File: src/rtl/alu_pkg.sv
// Shared types and helpers for the sequential ALU and its combinational datapath.
package alu_pkg;

    typedef enum logic [2:0] {
        OpPass = 3'b000,
        OpLsl  = 3'b001,
        OpAdd  = 3'b010,
        OpSub  = 3'b011,
        OpAnd  = 3'b100,
        OpOr   = 3'b101,
        OpXor  = 3'b110,
        OpMul  = 3'b111
    } alu_op_e;

    typedef enum logic [1:0] {
        IDLE     = 2'd0,
        MUL_BUSY = 2'd1,
        DONE     = 2'd2
    } alu_state_e;

    // {V,C} from the operand MSBs and the top two bits of the WIDTH+1-bit sum;
    // the carry into the MSB is recovered as a ^ b ^ sum at that bit.
    function automatic logic [1:0] add_vc(input logic       a_msb,
                                          input logic       b_msb,
                                          input logic [1:0] sum_top);
        logic carry_in_msb;
        carry_in_msb = a_msb ^ b_msb ^ sum_top[0];
        return {carry_in_msb ^ sum_top[1], sum_top[1]};
    endfunction

endpackage

File: src/rtl/alu_comb.sv
// Single-cycle datapath for every op except MUL, with N/Z/V/C flags.
module alu_comb
    import alu_pkg::*;
#(
    parameter int unsigned WIDTH = 64
) (
    input  logic [WIDTH-1:0] i_a,
    input  logic [WIDTH-1:0] i_b,
    input  alu_op_e          i_op,
    output logic [WIDTH-1:0] o_result,
    output logic             o_n,
    output logic             o_z,
    output logic             o_v,
    output logic             o_c
);
    localparam int unsigned SHW = $clog2(WIDTH);

    logic             w_is_sub;
    logic [WIDTH-1:0] w_b_eff;
    logic [WIDTH:0]   w_sum;
    logic [1:0]       w_vc;

    // Subtract shares the adder: A + ~B + 1.
    assign w_is_sub = (i_op == OpSub);
    assign w_b_eff  = w_is_sub ? ~i_b : i_b;
    assign w_sum    = {1'b0, i_a} + {1'b0, w_b_eff} + {{WIDTH{1'b0}}, w_is_sub};
    assign w_vc     = add_vc(i_a[WIDTH-1], w_b_eff[WIDTH-1], w_sum[WIDTH:WIDTH-1]);

    always_comb begin
        o_result = '0;
        o_v      = 1'b0;
        o_c      = 1'b0;
        unique case (i_op)
            OpPass: o_result = i_b;
            OpLsl:  o_result = i_a << i_b[SHW-1:0];
            OpAdd, OpSub: begin
                o_result = w_sum[WIDTH-1:0];
                o_v      = w_vc[1];
                o_c      = w_vc[0];
            end
            OpAnd:  o_result = i_a & i_b;
            OpOr:   o_result = i_a | i_b;
            OpXor:  o_result = i_a ^ i_b;
            OpMul:  o_result = '0;
            default: o_result = '0;
        endcase
        o_n = o_result[WIDTH-1];
        o_z = (o_result == '0);
    end

endmodule

File: src/rtl/seq_alu.sv
// Handshaked ALU: single-cycle ops via alu_comb, MUL via WIDTH-step shift-and-add.
module seq_alu
    import alu_pkg::*;
#(
    parameter int unsigned WIDTH = 64
) (
    input  logic             clk,
    input  logic             reset_n,
    input  logic             in_valid,
    output logic             in_ready,
    input  logic [WIDTH-1:0] A,
    input  logic [WIDTH-1:0] B,
    input  logic [2:0]       cntrl,
    output logic             out_valid,
    input  logic             out_ready,
    output logic [WIDTH-1:0] result,
    output logic             negative,
    output logic             zero,
    output logic             overflow,
    output logic             carry_out
);
    localparam int unsigned     SHW       = $clog2(WIDTH);
    localparam logic [SHW:0]    LAST_STEP = (SHW + 1)'(WIDTH - 1);

    alu_state_e       r_state, w_state_next;
    logic [WIDTH-1:0] r_acc, r_mcand, r_mplier;
    logic [SHW:0]     r_count;
    logic [WIDTH-1:0] r_result;
    logic             r_n, r_z, r_v, r_c;

    alu_op_e          w_op;
    logic             w_accept, w_is_mul, w_last;
    logic [WIDTH-1:0] w_acc_step;
    logic [WIDTH-1:0] w_comb_result;
    logic             w_comb_n, w_comb_z, w_comb_v, w_comb_c;

    assign w_op       = alu_op_e'(cntrl);
    assign w_is_mul   = (w_op == OpMul);
    assign w_accept   = in_valid && (r_state == IDLE);
    assign w_last     = (r_count == LAST_STEP);
    assign w_acc_step = r_acc + (r_mplier[0] ? r_mcand : '0);

    alu_comb #(
        .WIDTH (WIDTH)
    ) u_alu_comb (
        .i_a      (A),
        .i_b      (B),
        .i_op     (w_op),
        .o_result (w_comb_result),
        .o_n      (w_comb_n),
        .o_z      (w_comb_z),
        .o_v      (w_comb_v),
        .o_c      (w_comb_c)
    );

    always_comb begin
        w_state_next = r_state;
        unique case (r_state)
            IDLE:     if (w_accept) w_state_next = w_is_mul ? MUL_BUSY : DONE;
            MUL_BUSY: if (w_last)   w_state_next = DONE;
            DONE:     if (out_ready) w_state_next = IDLE;
            default:  w_state_next = IDLE;
        endcase
    end

    always_ff @(posedge clk or negedge reset_n) begin
        if (!reset_n) begin
            r_state <= IDLE;
        end else begin
            r_state <= w_state_next;
        end
    end

    // Multiply iteration: fixed WIDTH steps, no early exit on a zero multiplier.
    always_ff @(posedge clk or negedge reset_n) begin
        if (!reset_n) begin
            r_acc    <= '0;
            r_mcand  <= '0;
            r_mplier <= '0;
            r_count  <= '0;
        end else if (w_accept && w_is_mul) begin
            r_acc    <= '0;
            r_mcand  <= A;
            r_mplier <= B;
            r_count  <= '0;
        end else if (r_state == MUL_BUSY) begin
            r_acc    <= w_acc_step;
            r_mcand  <= r_mcand << 1;
            r_mplier <= r_mplier >> 1;
            r_count  <= r_count + 1'b1;
        end
    end

    always_ff @(posedge clk or negedge reset_n) begin
        if (!reset_n) begin
            r_result <= '0;
            r_n      <= 1'b0;
            r_z      <= 1'b0;
            r_v      <= 1'b0;
            r_c      <= 1'b0;
        end else if (w_accept && !w_is_mul) begin
            r_result <= w_comb_result;
            r_n      <= w_comb_n;
            r_z      <= w_comb_z;
            r_v      <= w_comb_v;
            r_c      <= w_comb_c;
        end else if ((r_state == MUL_BUSY) && w_last) begin
            r_result <= w_acc_step;
            r_n      <= w_acc_step[WIDTH-1];
            r_z      <= (w_acc_step == '0);
            r_v      <= 1'b0;
            r_c      <= 1'b0;
        end
    end

    assign in_ready  = (r_state == IDLE);
    assign out_valid = (r_state == DONE);
    assign result    = r_result;
    assign negative  = r_n;
    assign zero      = r_z;
    assign overflow  = r_v;
    assign carry_out = r_c;

endmodule
File: config.mk
export PLATFORM = sky130hd
export DESIGN_NAME = seq_alu
export DESIGN_NICKNAME = d
export VERILOG_FILES = /design/src/rtl/alu_pkg.sv /design/src/rtl/alu_comb.sv /design/src/rtl/seq_alu.sv
export SDC_FILE = /design/constraint.sdc
export NUM_CORES = 1
export LEC_CHECK = 0
export BUFFER_PORTS_ARGS = -buffer_cell sky130_fd_sc_hd__buf_4
export CAP_MARGIN = 15
export CORE_ASPECT_RATIO = 1.2
export CORE_UTILIZATION = 40
export CTS_CLUSTER_DIAMETER = 150
export DETAILED_ROUTE_END_ITERATION = 6
export GPL_TIMING_DRIVEN = 0
export SYNTH_ARGS = -nofsm -noshare
export SYNTH_HDL_FRONTEND = slang
export SYNTH_SLANG_ARGS = --single-unit
File: constraint.sdc
create_clock -name clk -period 6.92 [get_ports clk]
set_input_delay 0.346 -clock clk [delete_from_list [all_inputs] [get_ports clk]]
set_output_delay 0.346 -clock clk [all_outputs]
set_load 0.005 [all_outputs]
==> results of run 1 <==
[timing repair]
item	in CTS	in global routing
hold endpoints to repair	101	1
gates resized for setup	9	6
endpoints found under the setup margin	1	1
hold buffers	20	1
[layout make-up]
| class | instances | area (um^2) |
|---|---|---|
| Fill cell | 7454 | 38900 |
| Multi-Input combinational cell | 3040 | 20800 |
| Sequential cell | 268 | 6710 |
| Timing Repair Buffer | 237 | 1930 |
| Tap cell | 935 | 1170 |
| Buffer | 245 | 1030 |
| Clock buffer | 39 | 846 |
| Inverter | 167 | 627 |
| Clock inverter | 16 | 181 |
| Antenna cell | 4 | 10.0 |
[cells by family after synthesis]
group,count (synthesis),share of synthesized area (%)
xor+xnor,168,5.05
compound gates,1173,26.6
fa+ha+maj,273,11.8
buf+inv,414,5.66
mux,153,8.10
simple gates,1273,19.8
flops,268,23.0
[worst min path at each step]
| stage | slack, ns | to | from | cells past startpoint |
|---|---|---|---|---|
| 2_1_floorplan | 0.05 | carry_out$_DFFE_PN0P_ | reset_n | 0 |
| 3_3_place_gp | 0.46 | r_mplier[5]$_DFFE_PN0P_ | r_mplier[5]$_DFFE_PN0P_ | 2 |
| 3_5_place_dp | 0.40 | r_acc[59]$_DFFE_PN0P_ | reset_n | 1 |
| 4_1_cts | 0.0007 | r_mplier[25]$_DFFE_PN0P_ | B[25] | 3 |
| 5_1_grt | 0.007 | r_mplier[11]$_DFFE_PN0P_ | B[11] | 3 |
| 6_report | 0.007 | r_mplier[25]$_DFFE_PN0P_ | B[25] | 3 |
[cells in the mapped netlist, types with 9 or more instances]
cell type,instances
nand2_1,642
ha_1,271
dfrtp_1,268
a21oi_1,266
o21ai_0,264
nor2_1,242
clkbuf_1,195
inv_1,164
a22oi_1,144
xnor2_1,126
nand4_1,74
and2_1,71
o21a_1,60
mux2i_1,56
a21o_1,52
nor3_1,50
mux4_2,44
o221ai_1,44
o22ai_1,44
nand3_1,42
xor2_1,42
mux2_2,38
a31oi_1,37
o211ai_1,32
buf_1,29
a221oi_1,27
o21bai_1,26
a211oi_1,24
a221o_1,24
nor4_1,22
and3_1,20
nand2b_1,20
a22o_1,19
nor2b_1,19
or3_1,16
mux4_1,13
buf_2,11
a21boi_0,10
o2bb2ai_1,10
o221a_2,9
[state kept, by name (all words and copies together), names as in the netlist]
name,count
zero,1
result,64
r_count,7
carry_out,1
overflow,1
r_acc,64
r_state,2
r_mcand,64
r_mplier,64
[layer usage]
| layer | track usage [%] | up-vias | wire (um) |
|---|---|---|---|
| met3 | 7.18 | 479 | 12500 |
| met4 | 29.4 | 0 | 13100 |
| li1 | - | 14159 | - |
| met1 | 51.8 | 15742 | 60700 |
| met5 | 0 | - | 0 |
| met2 | 67.1 | 1680 | 71900 |
[metrics by stage]
step           hold WS, ns  total power, W  instances  setup WS (ns)  setup TNS, ns
6_report           0.00654         0.00914       4951         0.0467              0
5_1_grt            0.00720         0.00966       4947         0.0529              0
4_1_cts           0.000676         0.00902       4948         0.0735              0
3_5_place_dp         0.402         0.00724       4873          -1.70          -3.53
3_3_place_gp         0.458         0.00721       4861          -2.00          -4.29
2_1_floorplan       0.0504         0.00537       3722           1.87              0
[power by group through the flow]
stage               sequential [W]  combinational, W  clock, W
floorplan                  0.00256           0.00281         0
global placement           0.00272           0.00449         0
detailed placement         0.00273           0.00451         0
CTS                        0.00271           0.00456   0.00175
global route               0.00279           0.00504   0.00182
finish                     0.00272           0.00468   0.00174
[tightest hold or removal path: stages]
cell and delay, ns:
buf_4 0.12, a22oi_1 0.07, nand2_1 0.06
==> results.yml, run 1 <==
clock_network:
  cts_buffers: 31
  clk_latency_ns: 0.64
  post_cts.repair.setup_buffers: 0
  cts.clk_slew.worst_paths_ns: 0.06
  cts_tree: "done"
  cts_sinks: 268
  clockBufferDepth: 3
  cts_max_level: 1
  clockRootBuffer: "clkbuf_16"
timing:
  worst_pin_slew_ns: 1.39
  min_period_ns: 6.87
  drv_slew: 0
  period_share_pct: 99.3
  max_freq_ghz: 0.145
  rsz0062_at_grt: "false"
  fin_skew_ns: 0.0166
  maxSlewHeadroom_pct: 7.09
  finalSetupViolations: 0
  hold_violations: 0
floorplanning:
  ioPinCount: 205
  core-area_um2: 72200
  rows: 108
  initial_core_util_pct: 40.4
  die_y_um: 298
  dieArea_um2: 73900
  die_x_um: 248
power_and_ir_drop:
  comb_power_share_pct: 51.2
  power.density_nw_per_um2: 275
  power.leakage_nw: 15.0
  sw_frac_of_total_pct: 47.1
  power_frac_seq_pct: 29.8
  internal_power_w: 0.00484
  ir_drop_uv: 325
  p_sw_w: 0.00430
  pwr-share-clk_pct: 19.0
finish:
  final_area_um2: 33300
  fin_nets: 4398
  drive_gt1_share_pct: 10.4
  area_growth_pct: 14.4
  final_core_util_pct: 46.2
  layout_common_cells: "642 x nand2_1, 271 x ha_1, 268 x dfrtp_1"
  mostFrequentLayoutCell: "nand2_1"
detailed_routing:
  route.final.wire_length_um: 158000
  dr.pass1.iters: 6
  dr.first_iter.drc_count: 3196
  drc: 0
  drtAntennaViolNets: 0
  vias: 32060
  drt-vias-per-instance: 6.48
  detail_route.wl_per_cell_um: 31.9
worst_hold_path:
  hp-class: "in2reg"
worst_setup_path:
  path_cells: "buf_4 -> clkbuf_1 -> clkbuf_1 -> buf_1 -> xnor2_1 -> ha_1 -> a211oi_1 -> a21oi_1 -> o311ai_0 -> nand3_2 -> a2111o_1 -> xor2_1 -> a21oi_1 -> nand4_1 -> nor4_2 -> nand4_1 -> or4_1 -> o211ai_1"
  arrival_ns: 7.41
  crit_start: "B[4]"
  r2r_start: "r_mplier[0]$_DFFE_PN0P_"
  worstReg2RegEnd: "zero$_DFFE_PN0P_"
  crit_slowest_cell: "buf_1"
  required_ns: 7.46
  reg2regPathDepth: 16
  criticalPathCategory: "in2reg"
  crit_end: "zero$_DFFE_PN0P_"
  cp_top_family: "compound AO/OA/AOI/OAI gates"
  worst_setup_path_start_kind: "primary input"
  r2r_slack_ns: 0.65
  path_max_fanout: 10
  slowest_delay_ns: 0.85
  crit_cells: 18
  path_buf_inv: 4
  worst_setup_path_end_kind: "flip-flop"
placement:
  dpl-instance-area_um2: 32000
  gp_congestion: 1.07
  hpwl_um: 130000
  port_buffers: 204
synth:
  synth_top_area_share_pct: 23.0
  synth_top_area_cell: "dfrtp_1"
  netlist-cell-type-count: 93
  ys_async_sr_fraction_pct: 100
  yosysSeqAreaShare_pct: 23.0
  ys.warnings.count: 0
  synth_edf_count: 0
  postSynthCellCount: 3722
  avgSynthCellArea_um2: 7.82
  netlist_top_cells_area: "dfrtp_1 23%, ha_1 12%, nand2_1 8.3%"
  synth_area_um2: 29100
  syn-num-nets: 4130
  ys.flop_type: "dfrtp_1"
  synth_seq_cells: 268
global_route:
  grt_pass1_vias: 31222
  grt_use_total_pct: 42.3
  grt_max_degree: 108
  antenna_found_initial: 6
  grt_overflow: 0
  grt_pass1_wl_um: 224000
run_status:
  status: "complete, no violations"
job:
  max_cap_violations: 0
(Power assumes the default switching activity.)
==> run 2, diff against run 1 <==
- clock period: 6.92 -> 5.7 ns (I/O delays scaled with it)
==> run 2 against run 1 <==
  * Sequential cell count is the same
  * Utilization grew 1.1 points
  * Count of clock-buffer cells in the layout is the same
  * Clock skew shrank 0.0015 ns
  * Power grew 22%
  * Die area is the same
  * Clock power grew 21%
  * Register-to-register slack lost 0.52 ns
  * Sequential power grew 22%
  * Sequential share of layout area shrank 0.45 points
  * Non-clock buffer count grew 65
==> results.yml, run 2 (same netlist as run 1, synthesis figures left out) <==
clock_network:
  clockRootBuffer: "clkbuf_16"
  cts.clk_slew.worst_paths_ns: 0.07
  clk_latency_ns: 0.64
  cts_max_level: 1
  clockBufferDepth: 3
  cts_buffers: 31
  cts_sinks: 268
  cts_tree: "done"
detailed_routing:
  drc: 0
  drtAntennaViolNets: 0
  dr.first_iter.drc_count: 3311
  detail_route.wl_per_cell_um: 31.7
  route.final.wire_length_um: 159000
  dr.pass1.iters: 7
  drt-vias-per-instance: 6.43
  vias: 32262
global_route:
  antenna_found_initial: 8
  grt_max_degree: 108
  grt_use_total_pct: 42.5
  grt_overflow: 0
  grt_pass1_wl_um: 225000
  grt_pass1_vias: 31534
worst_setup_path:
  worst_setup_path_start_kind: "primary input"
  arrival_ns: 6.17
  slowest_delay_ns: 0.61
  required_ns: 6.25
  path_cells: "buf_4 -> clkbuf_1 -> clkbuf_4 -> clkbuf_4 -> xnor2_1 -> ha_1 -> nand2_1 -> or3_1 -> o221a_2 -> nor4_4 -> o211ai_1 -> and3_1 -> o31ai_1 -> buf_4 -> or3b_1 -> nor4_4 -> nand4_1 -> or4_1 -> o211ai_1"
  crit_slowest_cell: "or4_1"
  path_max_fanout: 10
  worst_setup_path_end_kind: "flip-flop"
  criticalPathCategory: "in2reg"
placement:
  gp_congestion: 1.07
  hpwl_um: 130000
  port_buffers: 204
  post-place-ws_ns: -2.86
  dpl.cell_count: 4873
timing:
  setup_ws_ns: 0.0736
  maxSlewHeadroom_pct: 9.83
  finalSetupViolations: 0
  rsz0062_at_grt: "false"
  max_freq_ghz: 0.178
  hold_violations: 0
  setup_tns_ns: 0
  worst_pin_slew_ns: 1.35
  min_period_ns: 5.63
  drv_slew: 0
  period_share_pct: 98.7
  fin_skew_ns: 0.0151
finish:
  mostFrequentLayoutCell: "nand2_1"
  layout_common_cells: "642 x nand2_1, 271 x ha_1, 268 x dfrtp_1"
  final_core_util_pct: 47.2
  drive_gt1_share_pct: 10.9
  area_growth_pct: 17.0
  finalNonFillerCells: 5014
  fin_nets: 4463
floorplanning:
  die_y_um: 298
  rows: 108
  die_x_um: 248
  initial_core_util_pct: 40.4
  core-area_um2: 72200
  dieArea_um2: 73900
  ioPinCount: 205
job:
  max_cap_violations: 0
power_and_ir_drop:
  power.density_nw_per_um2: 328
  power.leakage_nw: 15.3
  ir_drop_uv: 243
run_status:
  status: "complete, no violations"
worst_hold_path:
  hp-class: "in2reg"
==> run 2: cell count changes in the layout (fill, tap and decap cells not counted), moves of 2 or more <==
cell,delta
clkbuf_1,-7
o21ai_1,+4
diode_2,-2
a211oi_1,-5
a21oi_1,-3
a211oi_2,+5
buf_1,-6
buf_4,+6
clkbuf_4,+6
a21oi_2,+3
o21ai_0,-4
dlygate4sd3_1,+63
==> run 2: worst paths after layout <==
| kind | start | depth (start not counted) | slack, ns | endpoint |
|---|---|---|---|---|
| min in group asynchronous | reset_n | 2 | 0.24 | r_acc[54]$_DFFE_PN0P_ |
| max | B[4] | 19 | 0.07 | zero$_DFFE_PN0P_ |
| max reg2reg | r_mplier[0]$_DFFE_PN0P_ | 17 | 0.13 | zero$_DFFE_PN0P_ |
| max in group asynchronous | reset_n | 4 | 4.07 | r_mplier[18]$_DFFE_PN0P_ |
| min | A[8] | 3 | 0.003 | r_mcand[8]$_DFFE_PN0P_ |
| min reg2reg | r_mplier[26]$_DFFE_PN0P_ | 2 | 0.48 | r_mplier[26]$_DFFE_PN0P_ |
==> run 2: repair_timing <==
item                                   CTS  global route
cloned                                   0             0
endpoints found under the hold margin  165             0
hold buffers                            84             0
gates resized for setup                 35            26
buffers inserted                         4             2
pin swaps                                4             3
setup endpoints to repair               33             1
==> run 2: final cells by class <==
class                      count  area, um^2
timing repair buffer         306        2600
clock buffer                  39         846
clock inverter                16         181
tap                          935        1170
antenna                        2        5.00
multi-input combinational   3040       20900
inverter                     167         627
buffer                       241        1050
sequential                   268        6710
fill                        7383       38100
==> run 2: layer usage <==
metal / routed length (um) / global-route usage, % / share of wire [%]
met2: 72500 / 67.6 / 46
met5: 14 / 0 / 0.0088
met1: 61200 / 52.1 / 39
met3: 12200 / 6.82 / 7.7
met4: 12800 / 29.4 / 8.0
==> run 2: critical path: cells and delay by family <==
family / cells / cell delay (ns)
AO/OA/AOI/OAI: 4 / 1.03
AND/OR/NAND/NOR: 8 / 2.84
buffers and inverters: 5 / 1.48
XOR/XNOR: 1 / 0.12
adder cells (fa/ha/maj): 1 / 0.40
==> run 2: metrics by stage <==
step / hold WS [ns] / area [um^2] / total power (W)
finish: 0.00251 / 34100 / 0.0112
global route: 0.00413 / 34100 / 0.0118
CTS: 0.00000117 / 34000 / 0.0110
detailed placement: 0.341 / 32000 / 0.00879
global placement: 0.458 / 31800 / 0.00875
floorplan: -0.0106 / 29100 / 0.00652
==> run 2: power by group <==
group | switching, W | leakage, nW | internal (W)
clock network | 0.000928 | 0.500 | 0.00118
registers | 0.000612 | 3.46 | 0.00270
logic | 0.00370 | 11.3 | 0.00203
total | 0.00524 | 15.3 | 0.00592
